[config.mk]
export PLATFORM = sky130hd
export DESIGN_NAME = irq_sequencer
export DESIGN_NICKNAME = d
export VERILOG_FILES = /design/src/rtl/irq_sequencer.sv
export SDC_FILE = /design/constraint.sdc
export NUM_CORES = 1
export LEC_CHECK = 0
export BUFFER_PORTS_ARGS = -buffer_cell sky130_fd_sc_hd__buf_4
export CAP_MARGIN = 5
export CORE_ASPECT_RATIO = 0.8
export CORE_MARGIN = 2
export CORE_UTILIZATION = 53
export CTS_BUF_LIST = sky130_fd_sc_hd__clkbuf_16
export DETAILED_ROUTE_END_ITERATION = 8
export GPL_ROUTABILITY_DRIVEN = 0
export HOLD_SLACK_MARGIN = 0.12
export PLACE_DENSITY = 0.79
export SKIP_LAST_GASP = 1
export SYNTH_ARGS = -nofsm -noshare
export SYNTH_HDL_FRONTEND = slang
export SYNTH_SLANG_ARGS = --single-unit
[constraint.sdc]
create_clock -name clk -period 3.3 [get_ports clk]
set_input_delay 0.495 -clock clk [delete_from_list [all_inputs] [get_ports clk]]
set_output_delay 0.495 -clock clk [all_outputs]
set_load 0.02 [all_outputs]
[src/rtl/irq_sequencer.sv]
// Interrupt entry sequencer: synchronizes irq_in and holds the request pending
// until the I flag allows entry. It then drains the pipeline, issues INT to the
// decoder, forces one vector fetch and blocks re-entry until RETIE executes.
module irq_sequencer #(
  parameter int unsigned DRAIN_CYCLES = 2,
  parameter logic [9:0]  VECTOR_ADDR  = 10'h3FF
) (
  input  logic       clk,
  input  logic       rst,
  input  logic       irq_in,
  input  logic       i_flag,
  input  logic       redirect_ex,
  input  logic       hazard_stall,
  input  logic [9:0] fetch_addr,
  input  logic       reti_ex,
  output logic       fetch_hold,
  output logic       dec_nop,
  output logic       int_dec,
  output logic       vector_sel,
  output logic [9:0] ret_addr,
  output logic       in_service,
  output logic [3:0] missed_cnt
);

  typedef enum logic [2:0] {
    IDLE,
    DRAIN,
    ENTER,
    VECTOR,
    SERVICE
  } state_t;

  localparam logic [3:0] CNT_INIT = 4'(DRAIN_CYCLES - 1);

  // The drain counter is 4 bits wide, and the ROM address mux downstream is 10 bits wide.
  if (DRAIN_CYCLES < 1 || DRAIN_CYCLES > 15 || $bits(VECTOR_ADDR) != 10) begin : g_bad_param
    $error("irq_sequencer: DRAIN_CYCLES must be 1..15");
  end

  state_t     state;
  logic [3:0] cnt;
  logic       s1, s2, s3;
  logic       rise;
  logic       pending;
  logic       entry_ok;

  assign rise     = s2 & ~s3;
  assign entry_ok = pending & i_flag & ~redirect_ex & ~hazard_stall;

  // Three-flop synchronizer on the asynchronous interrupt pin
  always_ff @(posedge clk or posedge rst) begin
    if (rst) begin
      s1 <= 1'b0;
      s2 <= 1'b0;
      s3 <= 1'b0;
    end else begin
      s1 <= irq_in;
      s2 <= s1;
      s3 <= s2;
    end
  end

  // Pending request and lost-edge counter; a new edge wins over the ENTER clear
  always_ff @(posedge clk or posedge rst) begin
    if (rst) begin
      pending    <= 1'b0;
      missed_cnt <= '0;
    end else if (rise) begin
      pending <= 1'b1;
      if (pending && missed_cnt != 4'hF) begin
        missed_cnt <= missed_cnt + 4'd1;
      end
    end else if (state == ENTER) begin
      pending <= 1'b0;
    end
  end

  // Entry state machine with drain counter and return-address capture
  always_ff @(posedge clk or posedge rst) begin
    if (rst) begin
      state    <= IDLE;
      cnt      <= '0;
      ret_addr <= '0;
    end else begin
      case (state)
        IDLE: begin
          if (entry_ok) begin
            state    <= DRAIN;
            cnt      <= CNT_INIT;
            ret_addr <= fetch_addr;
          end
        end
        DRAIN: begin
          if (cnt == 4'd0) begin
            state <= ENTER;
          end else begin
            cnt <= cnt - 4'd1;
          end
        end
        ENTER:   state <= VECTOR;
        VECTOR:  state <= SERVICE;
        SERVICE: begin
          if (reti_ex) begin
            state <= IDLE;
          end
        end
        default: state <= IDLE;
      endcase
    end
  end

  // Moore decode of control outputs from the current state
  always_comb begin
    fetch_hold = 1'b0;
    dec_nop    = 1'b0;
    int_dec    = 1'b0;
    vector_sel = 1'b0;
    in_service = 1'b0;
    case (state)
      DRAIN: begin
        fetch_hold = 1'b1;
        dec_nop    = 1'b1;
      end
      ENTER: begin
        fetch_hold = 1'b1;
        int_dec    = 1'b1;
      end
      VECTOR:  vector_sel = 1'b1;
      SERVICE: in_service = 1'b1;
      default: ;
    endcase
  end

endmodule

Word level (Yosys, flattened, before mapping)
Index checks and enable logic that the tools add are counted.
{ "op_classes": {"addsub": 2, "n_reduce_logical": 10, "mux": 14, "eq_ne": 9, "bitwise_logic": 7} }
{ "ops": {"columns": ["op", "n"], "rows": [
  ["one-hot mux 3 bit (5 select lines)", 1],
  ["2-to-1 mux 3 bit", 3],
  ["2-to-1 mux 4 bit", 2],
  ["!= test 2 bit, second input constant", 4],
  ["one-hot mux 4 bit (2 select lines)", 1],
  ["2-to-1 mux 1 bit", 7],
  ["equality test 3 x 2 -> 1 bit, second input constant", 2],
  ["AND reduction 3 bit", 2],
  ["adder 4 x 1 -> 4 bit, second input constant", 1],
  ["AND 1 bit", 4],
  ["logical NOT 4 bit", 1],
  ["!= test 4 bit, second input constant", 1],
  ["AND reduction 2 bit", 2],
  ["nonzero test 2 bit", 2],
  ["subtractor 4 x 1 -> 4 bit, second input constant", 1],
  ["equality test 3 x 1 -> 1 bit, second input constant", 1],
  ["equality test 3 bit, second input constant", 1],
  ["logical NOT 3 bit", 1],
  ["NOT 1 bit", 3],
  ["OR reduction 2 bit", 1],
  ["logical AND 1 bit", 1]
]} }
{ "word_totals": {"wordCells": 50, "out_inout_bits": 19, "register_bits": 25, "in_bits": 17} }

Depth between registers and ports, before layout
Gate-level depths: netlist (run 1).
{ "depth": {"depth_word": 5, "mapped_depth": 5, "mapped_depth_nobuf": 5} }

Worst setup path after synthesis (run 1)
OpenSTA, ideal clock, no wires.
{ "synth_timing": {"kind": "register to register", "start": "register state[0]", "end": "register ret_addr[0]", "synth_period_minus_slack_ps": 1573, "setup_slack_ps": 1727, "stages_incl_launch_ff": 5, "n_path_buf": 1, "arrival_time_ps": 1448, "setup_ps": 125, "t_required_ps": 3175, "cell_sequence": "dfrtp_1 -> or3_1 -> or2_1 -> buf_6 -> mux2_4"} }
{ "synth_between": {"elab_chain_len": 2} }
{ "synth_rtl": {"columns": ["item", "line", "rtl"], "rows": [
  ["from (decl)", "40", "state_t state;"],
  ["from (signal assigned)", "81", "state <= IDLE;"],
  ["from (signal assigned)", "88", "state <= DRAIN;"],
  ["from (signal assigned)", "95", "state <= ENTER;"],
  ["logical NOT 3 bit", "85", "case (state)"],
  ["AND reduction 2 bit (no source line)", null, null],
  ["to (signal assigned)", "90", "ret_addr <= fetch_addr;"],
  ["to (decl)", "20", "output logic [9:0] ret_addr,"]
]} }
Every way passes these cells.
A chain may end at the register's enable or synchronous reset.

Final worst setup path (run 1)
{ "layout_timing": {"start": "register state[1]", "end": "output port dec_nop"} }
{ "layout_between": {"elab_chain_len": 2} }
{ "layout_rtl": {"columns": ["item", "line", "rtl"], "rows": [
  ["equality test 3 x 1 -> 1 bit", "119", "case (state)"],
  ["2-to-1 mux 1 bit", "119", null],
  ["to (decl)", "17", "output logic dec_nop,"]
]} }
Every way passes these cells.

==> results of run 1 <==
cells by family after synthesis:
| logic type | Yosys count | share of synthesized area |
|---|---|---|
| AOI/OAI and AO/OA | 15 | 0.1001 |
| xor gates and xnor gates | 2 | 0.01558 |
| adders and majority gates | 2 | 0.02224 |
| buffers and inverters | 10 | 0.04004 |
| DFF | 25 | 0.5562 |
| muxes | 11 | 0.1435 |
| and+or+nand+nor | 20 | 0.1224 |
stage by stage:
stage	hold WS, ns	power [mW]
after floorplan	0.3312	1.014
final	0.3453	1.544
after global routing	0.3491	1.654
after CTS	0.3458	1.559
after global placement	0.3319	1.261
after detailed placement	0.3347	1.295
registers in the layout, indices dropped and copies added, names as in the netlist:
signal / count
s2: 1
ret_addr: 10
s3: 1
missed_cnt: 4
pending: 1
state: 3
s1: 1
cnt: 4
layout by cell type, fill, tap and decap left out, drive strengths merged, types with 3 or more instances in the layout:
cell type / count
dfrtp: 25
clkbuf: 3
inv: 10
nor3: 3
buf: 35
nor3b: 4
mux2: 11
worst max-delay path by stage:
| stage | startpoint | slack (ns) | to | depth (start not counted) |
|---|---|---|---|---|
| floorplan | state[0] | 1.73 | ret_addr[0] | 4 |
| global placement | hazard_stall | 1.47 | ret_addr[7] | 4 |
| detailed placement | hazard_stall | 1.45 | ret_addr[5] | 4 |
| CTS | state[1] | 1.34 | dec_nop | 3 |
| global route | state[1] | 1.27 | dec_nop | 3 |
| finish | state[1] | 1.35 | dec_nop | 3 |
cell type report:
class | count | area, µm² | area share
repair buffers | 35 | 262.8 | 0.1769
multi-input cells | 50 | 454.2 | 0.3058
clock inverters | 1 | 3.754 | 0.002527
flip-flops and latches | 25 | 625.6 | 0.4212
well taps | 24 | 30.03 | 0.02022
clock buffers | 3 | 75.07 | 0.05055
inverters | 9 | 33.78 | 0.02275
power breakdown:
group / internal (mW) / leakage, nW / switching (mW)
Combinational: 0.368 / 0.426 / 0.354
Clock: 0.162 / 0.0423 / 0.0955
Sequential: 0.441 / 0.303 / 0.124
layer usage:
layer,vias to the layer above,GRT usage
met2,32,0.3690
met5,-,0
li1,382,-
met1,377,0.2388
met3,0,0.07163
met4,0,0.02927
==> out/results.ini, run 1 <==
[run_status]
status = finished clean

[floorplan]
die_h_um = 45.21
die_area_um2 = 2509
io_pins = 36
start_util = 0.5785
core_um2 = 1944
fp.dieW_um = 55.51
num_rows = 14

[clocking]
path_clk_slew_ns = 0.06
clock_latency_ns = 0.25
cts.sinks = 25
post-cts-setup-buffer-count = 0
htreeDepth = 1
clk_path_buf_depth = 2
cts_tree = done
tritoncts.num_buffers = 3
ctsHoldBuffers = 0
cts_resized = 0
cts-root-buf = clkbuf_16

[place]
io_buffers = 35
placed_area_um2 = 1406
pre_cts_slack_ns = 1.446
place_inst = 143
dp_hpwl_mm = 1.661

[synth]
netlist_instances = 85
ys_seq_elements = 25
synth_common_cells = dfrtp_1, mux2_4, inv_1
ys.flop_type = dfrtp_1
avgSynthCellArea_um2 = 13.23
yosysMostFrequentCell = dfrtp_1
post_synth_num_cell_types = 33
synth_top_cell_by_area = dfrtp_1
synth.yosys.warnings = 0
syn-num-nets = 104
yosys-top-cells-area = dfrtp_1, mux2_4, inv_1
synthArstFlopShare = 1.000
synth_area_um2 = 1125
synth_edf_count = 0
ys_seq_area_frac = 0.5562
synth_top_area_share = 0.5562

[cells_and_area]
drive_above_1_share = 0.4065
fin_nets = 143
fin_cells = 147
antenna_cells = 0
final_cell_area_um2 = 1485
area_growth_pct = 32.04
num-fill-cells = 121
fin_util = 0.7638

[routing]
vias_per_cell = 5.381
met1_length_um = 951
ant_nets = 0
wl_met3_um = 169
drt-total-wl_mm = 2.172
drt_first_pass_iters = 4
routedWlPerCell_um = 14.78
vias = 791
route.detailed.drc = 0
dr_wl_met2_mm = 1.050
drtIter0Drc = 7
topRoutingLayerUsed = met3

[timing]
fmax_ghz = 0.5123
period_needed_ns = 1.952
setup_viol = 0
fin_ws_ns = 1.348
rsz0062_at_grt = false
skew_ns = 0.001439
max_slew_margin = 0.3910
tns_ns = 0
hold_violations = 0
max_slew.worst_pin.slew_ns = 0.9125
maxSlewViolCount = 0
period_share = 0.5916

[grt]
antenna_found_initial = 0
grt.total_usage = 0.2014
grt_pass1_wl_mm = 3.822
grt_pass1_vias = 854
grt_overflow = 0
grt_max_degree = 26

[setup_path]
crit-reg2reg-launch = state[0]
startpoint_type = register
crit_type = reg2out
cp_cell_sequence = or3b_1 -> inv_2 -> buf_4
critPathBufInv = 2
end_kind = output pin
cpPeakStageDelay_ns = 0.48
reg2reg_slack_ns = 1.50
crit_fanout = 7
slowest_stage = or3b_1
reg2regPathDepth = 3
cp.required_ns = 2.80
path_delay_family = simple AND/OR/NAND/NOR gates
timing.rr.end = ret_addr[1]
cp.arrival_ns = 1.46

[power_and_ir_drop]
cellLeakagePower_nw = 0.7711
peakVddDrop_mv = 0.8258
power_density_nw_per_um2 = 1040

[worst_hold_path]
hold_path_depth = 0
hold_class = reg2reg
min-delay-start = s1
hold_path_end = s2

[flow_run]
max_cap_violations = 0

Power figures use the tool's default switching activity.
==> run 2, diff against run 1 <==
- ABC_AREA: unset -> 1
- CORE_UTILIZATION: 53 -> 49
- PLACE_DENSITY: 0.79 -> 0.73
- clock period: 3.3 -> 2 ns (I/O delays scaled with it)
==> run 2 against run 1 <==
  * Sequential cell count is the same
  * Combinational power increased by 69%
  * Synthesized cell count is 60% higher
  * Die area grew 9.1%
  * Sequential share of layout area fell by 1.2 points
  * Highest routed layer is now met4
==> out/results.ini, run 2 <==
[clocking]
cts-root-buf = clkbuf_16
htreeDepth = 1
path_clk_slew_ns = 0.06
cts_tree = done
clk_path_buf_depth = 2
cts.sinks = 25
cts_resized = 0
clock_latency_ns = 0.25
tritoncts.num_buffers = 3

[synth]
synthArstFlopShare = 1.000
synth.yosys.warnings = 0
netlist_instances = 136
ys_seq_elements = 25
synth_compound_area_frac = 0.03063
synth_top_family_by_area = simple AND/OR/NAND/NOR gates
syn-num-nets = 155
synth_common_cells = nand2_1, dfrtp_1, nand3_1
synth_area_um2 = 1144
yosysMostFrequentCell = nand2_1
ys_seq_area_frac = 0.5470
synth-simple-area-share = 0.3129
synth-adder-area-share = 0.02188
post_synth_num_cell_types = 18
avgSynthCellArea_um2 = 8.409
yosys-top-cells-area = dfrtp_1, nand2_1, nand3_1
synth_top_cell_by_area = dfrtp_1
synth_mux_area_frac = 0
synth_edf_count = 0
ys.flop_type = dfrtp_1
synth_top_area_share = 0.5470
synth_xor_xnor_area_share = 0.02298

[cells_and_area]
drive_above_1_share = 0.2784
top_register = ret_addr
area_growth_pct = 33.59
antenna_cells = 0
num-fill-cells = 183
final_common_cell = nand2_1
largest_register_ffs = 10
fin_util = 0.7017
fin_nets = 196
mostFrequentLayoutCells = nand2_1, buf_4, dfrtp_1
top_regs = ret_addr (10), cnt (4), missed_cnt (4)

[routing]
wl_met3_um = 150
met1_length_mm = 1.029
dr_wl_met2_mm = 1.207
route.detailed.drc = 0
drt_first_pass_iters = 5
topRoutingLayerUsed = met4
drt-total-wl_mm = 2.404
routedWlPerCell_um = 11.96
vias = 1006
ant_nets = 0
drtIter0Drc = 51
vias_per_cell = 5.005

[setup_path]
critPathBufInv = 1
cp.required_ns = 1.70
cp_cell_sequence = nor3_1 -> buf_4
crit_fanout = 4
path_delay_family = flip-flops
startpoint_type = register
crit_type = reg2out
end_kind = output pin
slowest_stage = dfrtp_1
cpPeakStageDelay_ns = 0.42
cp.arrival_ns = 1.15

[grt]
antenna_found_initial = 0
grt_overflow = 0
grt_max_degree = 26
grt_pass1_wl_mm = 4.022
grt_pass1_vias = 921
grt.total_usage = 0.2001

[timing]
tns_ns = 0
whs_ns = 0.1516
fmax_ghz = 0.6896
setup_viol = 0
skew_ns = 0.004185
hold_violations = 0
max_slew_margin = 0.7910
rsz0062_at_grt = false
maxSlewViolCount = 0
period_share = 0.7251
period_needed_ns = 1.450
max_slew.worst_pin.slew_ns = 0.3135

[run_status]
status = finished clean

[worst_hold_path]
hold_class = in2reg

[flow_run]
max_cap_violations = 0

[floorplan]
die_h_um = 47.21
num_rows = 15
core_um2 = 2177
die_area_um2 = 2739
fp.dieW_um = 58.01
io_pins = 36
start_util = 0.5253

[place]
dp_hpwl_mm = 1.842
io_buffers = 35

[power_and_ir_drop]
peakVddDrop_mv = 1.233
power_density_nw_per_um2 = 1664
cellLeakagePower_nw = 0.8541

[run 2: logic make-up after synthesis]
| logic type | count (synthesis) |
|---|---|
| compound gates | 7 |
| xor+xnor | 3 |
| fa+ha+maj | 2 |
| buf+inv | 17 |
| flops | 25 |
| simple gates | 82 |
[run 2: power by group]
| group | leakage, nW | internal [mW] | switching, mW | total (mW) |
|---|---|---|---|---|
| Clock | 0.0423 | 0.267 | 0.163 | 0.430 |
| Combinational | 0.504 | 0.491 | 0.732 | 1.22 |
| Sequential | 0.307 | 0.720 | 0.170 | 0.890 |
| Total | 0.854 | 1.48 | 1.07 | 2.54 |
[run 2: through the flow]
| step | worst slack [ns] | total power [mW] | cells | cell area (µm²) |
|---|---|---|---|---|
| finish | 0.5499 | 2.543 | 201 | 1528 |
| CTS | 0.5417 | 2.573 | 201 | 1528 |
| global route | 0.5134 | 2.751 | 201 | 1528 |
| detailed placement | 0.6716 | 2.132 | 196 | 1439 |
| global placement | 0.7118 | 2.075 | 196 | 1439 |
| floorplan | 0.6268 | 1.648 | 136 | 1144 |
[run 2: final timing paths]
check                          from             to  slack, ns  cells after the start
setup reg to reg           state[0]         cnt[0]       0.65                      8
min in group asynchronous       rst  missed_cnt[3]       0.65                      4
max in group asynchronous       rst    ret_addr[4]       1.11                      4
hold reg to reg                  s1             s2       0.35                      0
setup / recovery           state[0]     in_service       0.55                      2
hold / removal               irq_in             s1       0.15                      1
[run 2: timing repair]
| item | in CTS | in global routing |
|---|---|---|
| hold buffers | 1 | 0 |
| buffers inserted | 0 | 0 |
| endpoints found under the hold margin | 25 | 0 |
[run 2: metal layers]
layer,up-vias,GRT usage
met5,-,0
met4,0,0.05581
met3,2,0.05510
met2,30,0.3591
met1,466,0.2435
li1,508,-
[run 2: final cells by class]
cell class | instances | area (µm²) | share of cell area
Sequential cell | 25 | 625.6 | 0.4095
Multi-Input combinational cell | 94 | 444.2 | 0.2907
Timing Repair Buffer | 39 | 295.3 | 0.1933
Clock buffer | 3 | 75.07 | 0.04914
Inverter | 14 | 52.55 | 0.03440
Tap cell | 25 | 31.28 | 0.02047
Clock inverter | 1 | 3.754 | 0.002457
==> run 3, diff against run 2 <==
- CORE_UTILIZATION: 49 -> 44
- PLACE_DENSITY: 0.73 -> 0.69
- clock period: 2 -> 1.3 ns (I/O delays scaled with it)
==> run 3 against run 2 <==
  * Non-clock buffer count rose by 5
  * Critical path depth rose by 2
  * Count of clock-buffer cells in the layout did not move
  * First-iteration DRC count fell by 37%
  * Sequential cell count did not move
  * Total power rose by 66%
  * Hold slack improved by 0.014 ns
  * Sequential power rose by 55%
  * Clock skew fell by 0.0015 ns
  * Critical path type unchanged
  * Critical endpoint is now fetch_hold
  * Largest cell class unchanged
  * Largest power group unchanged
==> out/results.ini, run 3 (synthesis results as in run 2) <==
[cells_and_area]
area_growth_pct = 43.65
fin_nets = 201
final_common_cell = nand2_1
mostFrequentLayoutCells = nand2_1, buf_4, dfrtp_1
drive_above_1_share = 0.3425
top_regs = ret_addr (10), cnt (4), missed_cnt (4)
top_register = ret_addr
final_cell_area_um2 = 1643
largest_register_ffs = 10
antenna_cells = 0

[clocking]
clock_latency_ns = 0.26
cts-root-buf = clkbuf_16
cts.sinks = 25
cts_tree = done
htreeDepth = 1
clk_path_buf_depth = 2
tritoncts.num_buffers = 3
path_clk_slew_ns = 0.06

[setup_path]
crit_type = reg2out
cp.required_ns = 1.11
critPathCapture = fetch_hold
cp.arrival_ns = 1.09
timing.rr.end = cnt[1]
crit_fanout = 4
end_kind = output pin
reg2regPathDepth = 7
crit-reg2reg-launch = state[1]
startpoint_type = register
reg2reg_slack_ns = 0.09
crit_start = state[1]

[routing]
route.detailed.drc = 0
drtIter0Drc = 32
drt-total-wl_mm = 2.454
routedWlPerCell_um = 11.31
vias = 1035
drt_first_pass_iters = 4
ant_nets = 0
vias_per_cell = 4.770

[grt]
antenna_found_initial = 0
grt_pass1_wl_mm = 4.264
grt.total_usage = 0.1875
grt_overflow = 0
grt_max_degree = 26
grt_pass1_vias = 1033

[power_and_ir_drop]
peakVddDrop_mv = 1.513
cellLeakagePower_nw = 0.8895
power_density_nw_per_um2 = 2563
power.total_mw = 4.211

[floorplan]
io_pins = 36
die_h_um = 49.60
core_um2 = 2462
start_util = 0.4644
num_rows = 16
fp.dieW_um = 61
die_area_um2 = 3026

[timing]
hold_violations = 0
setup_viol = 0
max_slew.worst_pin.slew_ns = 0.3128
rsz0062_at_grt = true
whs_ns = 0.1656
period_needed_ns = 1.281
period_share = 0.9850
maxSlewViolCount = 0
fmax_ghz = 0.7809
skew_ns = 0.002651
max_slew_margin = 0.7915

[place]
io_buffers = 35
placed_area_um2 = 1458
dp_hpwl_mm = 1.784

[flow_run]
max_cap_violations = 0

[run_status]
status = finished clean

[worst_hold_path]
hold_path_depth = 3
hold_class = in2reg

## run 3: cell type report
class / count / area (µm²)
clock buffers: 3 / 75.07
clock inverters: 1 / 5.005
fillers: 195 / 819.5
inverters: 14 / 52.55
multi-input cells: 94 / 494.2
flip-flops and latches: 25 / 628.1
well taps: 36 / 45.04
repair buffers: 44 / 342.8
## run 3: how the worst min path moves through the flow
stage,startpoint,endpoint,slack [ns]
after floorplan,rst,cnt[0],0.22
after global placement,rst,missed_cnt[0],0.27
after detailed placement,rst,missed_cnt[0],0.27
after CTS,fetch_addr[4],ret_addr[4],0.16
after global routing,fetch_addr[8],ret_addr[8],0.18
final,fetch_addr[4],ret_addr[4],0.17
## run 3: layer usage
layer / vias to the layer above / track usage / part of all wire / wire length (µm)
li1: 521 / - / - / -
met1: 479 / 0.2572 / 0.45 / 1115
met2: 33 / 0.2885 / 0.48 / 1177
met3: 2 / 0.05512 / 0.061 / 149
met4: 0 / 0.05072 / 0.0045 / 11
met5: - / 0 / 0 / 0
## run 3: critical path, cell delays in order, from the launching register on
cell	delay, ns
dfrtp_2	0.44
inv_2	0.10
nand3_4	0.09
nand2_2	0.09
buf_6	0.11
## run 3: stage by stage
step                  util  std cells  setup slack (ns)  setup TNS, ns
floorplan                -        136           0.04605              0
global route        0.6672        217          -0.04147       -0.09884
finish              0.6672        217           0.01949              0
detailed placement  0.5920        207           0.01673              0
CTS                 0.6453        216          -0.01810       -0.01810
global placement    0.5920        207           0.04240              0
## run 3: report_power, final
part,total [mW],switching (mW),internal (mW)
sequential,1.38,0.265,1.11
clock,0.673,0.260,0.414
combinational,2.16,1.24,0.921
total,4.21,1.76,2.45
## run 3: timing repair
item,4_1_cts,5_1_grt
hold endpoints to repair,26,0
resized for setup,3,11
pin swaps,1,4
hold buffers,2,0
setup buffers,3,1
setup endpoints to repair,2,23
